## src/rtl/axis_frame_checker_pkg.sv

```systemverilog
// Shared definitions for the AXI-Stream frame checker and its bench models.
package axis_frame_checker_pkg;

   // Default frame geometry. The stream models use the same values.
   localparam int IMG_W_DEF = 64;
   localparam int IMG_H_DEF = 64;

   typedef enum logic [1:0] {
      IDLE = 2'd0,
      RUN  = 2'd1,
      DONE = 2'd2
   } chk_state_e;

   // Checksum step: rotate left by one, then XOR in the pixel word.
   function automatic logic [31:0] cs_update(input logic [31:0] cs,
                                             input logic [31:0] pix);
      return {cs[30:0], cs[31]} ^ pix;
   endfunction

endpackage

```

## src/rtl/axis_pos_tracker.sv

```systemverilog
// Column/row position tracker. It flags the end of a frame and any TLAST
// placement error for each accepted beat.
module axis_pos_tracker
   import axis_frame_checker_pkg::*;
#(
   parameter int IMG_W = IMG_W_DEF,
   parameter int IMG_H = IMG_H_DEF
) (
   input  logic clk,
   input  logic reset,
   input  logic beat,
   input  logic last_in,
   output logic frame_end,
   output logic err_early,
   output logic err_missing
);

   localparam int CW = (IMG_W > 1) ? $clog2(IMG_W) : 1;
   localparam int RW = (IMG_H > 1) ? $clog2(IMG_H) : 1;

   logic [CW-1:0] col;
   logic [RW-1:0] row;
   logic          final_pix;

   assign final_pix   = (col == CW'(IMG_W - 1)) && (row == RW'(IMG_H - 1));
   // A TLAST ends the frame wherever it lands, which resynchronises on it.
   assign frame_end   = beat && (final_pix || last_in);
   assign err_early   = beat && last_in && !final_pix;
   assign err_missing = beat && !last_in && final_pix;

   // Advance the position on every accepted beat and clear it at frame end.
   always_ff @(posedge clk or negedge reset) begin
      if (!reset) begin
         col <= '0;
         row <= '0;
      end else if (frame_end) begin
         col <= '0;
         row <= '0;
      end else if (beat) begin
         if (col == CW'(IMG_W - 1)) begin
            col <= '0;
            row <= row + RW'(1);
         end else begin
            col <= col + CW'(1);
         end
      end
   end

endmodule

```

## config.mk

```make
export PLATFORM = sky130hd
export DESIGN_NAME = axis_pos_tracker
export DESIGN_NICKNAME = d
export VERILOG_FILES = /design/src/rtl/axis_frame_checker_pkg.sv /design/src/rtl/axis_pos_tracker.sv
export SDC_FILE = /design/constraint.sdc
export NUM_CORES = 1
export LEC_CHECK = 0
export CORE_MARGIN = 2
export CORE_UTILIZATION = 44
export CTS_CLUSTER_SIZE = 30
export DETAILED_ROUTE_END_ITERATION = 6
export GPL_TIMING_DRIVEN = 0
export PLACE_DENSITY = 0.67
export SLEW_MARGIN = 10
export SYNTH_ARGS = -nofsm -noshare
export SYNTH_HDL_FRONTEND = slang
export SYNTH_SLANG_ARGS = --single-unit
export TNS_END_PERCENT = 50
```

## constraint.sdc

```tcl
create_clock -name clk -period 2.89 [get_ports clk]
set_input_delay 0.289 -clock clk [delete_from_list [all_inputs] [get_ports clk]]
set_output_delay 0.289 -clock clk [all_outputs]
set_load 0.005 [all_outputs]
```

==> metrics.txt <==
Setup TNS 0 ns; most common cell after layout, fill and taps aside dfrtp_1; Multi-input gate area roughly 320 µm²; Worst EP required between 2 and 3 ns; status finished, final reports clean; met3 GRT Util 0.02586; Seq/Total Area, Yosys 0.4678; drt drc 0; asr flop ratio synth 1.000; skew final about 0.0034 ns; Total GRT Usage 0.1398; Post-CTS Repair Setup Buffers 0; GRT busiest layer met2; Arrival @ worst endpoint around 2.4 ns; Worst-Margin Slew 0.6185 ns; CTS tree yes; layout cell share with drive strength beyond 1 0.1600; GPL Wtd Cong about 0.72; Leak 0.3173 nW; top-level I/O count 7; min-delay src beat; RSZ-0062 raised after global routing no; Chip Height around 42 µm; port bufs 5; core footprint 1334 µm²; Top FF cell, synth dfrtp_1; EDFF count, synth 0; htree depth 1; Clock transition at path regs about 0.07 ns; fill count between 100 and 150; total power draw between 0.0003 and 0.0004 W; fin nets a little over 80; clock root cell clkbuf_4; vias in the first global route roughly 450; ant diodes 0; first-pass GRT wire length about 1.9 mm; IR drop worst, VDD roughly 0.00037 V; Die Area ~1800 µm²; grt met2 use 0.2246; Power Dens Cells ~520 nW/µm²; Post-Syn Instances 67; vias 494; min Tclk post-route approximately 2.6 ns; max-slew violations 0; Critical Path Start Type flop; Core Rows 13; #FFs+latches synth 12; global routing usage on met1 0.1680; Fmax about 380 MHz; initial antenna violation count 0; Post-Route WL around 1.1 mm; worst reg2reg startpoint col[0]; wire per inst 12.43 µm; Area Growth Syn to Fin 14.23%; r2r endpoint row[0]; DIE WIDTH 42.20 µm; Synth Cell Area between 600 and 700 µm²; worst reg-to-reg path cell count 6; post-route ant nets 0; Cells on Worst Hold Path 2; largest net degree at the start of global routing 13; WHS Endpoint col[1]; crit path max fanout 10; number of CTS-inserted buffers 3; Syn Nets 73; FF+latch area ~300 µm²; post_cts resized 0; final worst path period share 0.9151; worst hold path class input port to flop; Slew HR 0.5833; most frequent cells in the layout dfrtp_1 (12), nand2_1 (10), o21ai_0 (6); critical path type flop to primary output; R2R setup slack between 1 and 1.5 ns; final hold viol count 0; max cap viols 0; initial detailed-routing violation count 11; starting density of the core 0.4812; DRT Pass-1 Iters 3; post-synth cell types 25; Max Root-Sink Buffers 2; Worst setup EP type primary output; Post-Synthesis Mean Instance Area between 9 and 10 µm²; Vias/cell 5.489; Worst-Skew Late Latency between 0.2 and 0.3 ns; count of clock tree sinks 12; Hold-fix buffers, CTS 0; final setup fails 0; YS warnings 0; grt ovf 0
==> sequential cells by signal, indices dropped and copies added, names as in the netlist <==
register,count
col,6
row,6
==> worst max-delay path: stages, from the launching register on <==
cell and delay, ns:
dfrtp_1 0.39, ha_1 0.25, nand3_1 0.09, nor4_1 0.42, o21a_1 0.16, buf_2 0.23
clkdlybuf4s50_1 0.54
==> through the flow <==
stage	std cells	hold WS (ns)	utilization	setup slack [ns]	cell area [µm²]
4_1_cts	90	0.2499	0.5497	0.2327	733.2
5_1_grt	90	0.2529	0.5497	0.1089	733.2
3_3_place_gp	87	0.5269	0.5328	0.5565	710.7
6_report	90	0.2536	0.5497	0.2455	733.2
2_1_floorplan	67	-0.006591	-	1.263	641.9
3_5_place_dp	87	0.5356	0.5328	0.5473	710.7
==> worst max-delay path by stage <==
stage                 from   endpoint  slack (ns)  cells past startpoint
global placement    col[0]  frame_end        0.56                      6
global route        col[0]  frame_end        0.11                      6
floorplan           col[0]  frame_end        1.26                      5
CTS                 col[0]  frame_end        0.23                      6
finish              col[0]  frame_end        0.25                      6
detailed placement  col[0]  frame_end        0.55                      6
==> final cells by class <==
type / count / share of cell area
Multi-Input combinational cell: 51 / 0.4334
Sequential cell: 12 / 0.4096
Timing Repair Buffer: 5 / 0.06826
Clock buffer: 3 / 0.03072
Tap cell: 15 / 0.02560
Buffer: 2 / 0.02218
Inverter: 2 / 0.01024
==> cell families after synthesis <==
family	count (synthesis)	synth area share
DFF	12	0.4678
buffers and inverters	4	0.03703
and+or+nand+nor	29	0.2456
adders and majority gates	2	0.03898
AOI/OAI and AO/OA	16	0.1560
xor gates and xnor gates	4	0.05459
==> synth_stat cells (2+ instances only) <==
library cell | count | share of area
ha_1 | 2 | 0.039
nand2_1 | 10 | 0.058
or3_2 | 3 | 0.035
o21ai_0 | 6 | 0.047
nand4_1 | 2 | 0.019
nor2_1 | 5 | 0.029
nand3_1 | 3 | 0.023
inv_1 | 2 | 0.012
a21oi_1 | 5 | 0.039
xor2_1 | 3 | 0.041
dfrtp_1 | 12 | 0.47
==> routing by layer <==
layer / wire length [µm] / vias to the layer above
li1: - / 257
met1: 573 / 230
met2: 500 / 5
met3: 33 / 2
met4: 11 / 0
met5: 0 / -
==> report_power, final <==
part           leakage [nW]  switching [W]  total [W]  internal (W)
combinational         0.142      0.0000348  0.0000667     0.0000319
clock                0.0138      0.0000538   0.000102     0.0000482
sequential            0.162      0.0000214   0.000212      0.000190
total                 0.317       0.000110   0.000380      0.000271
Note: power is estimated with default switching activity, not from simulation.
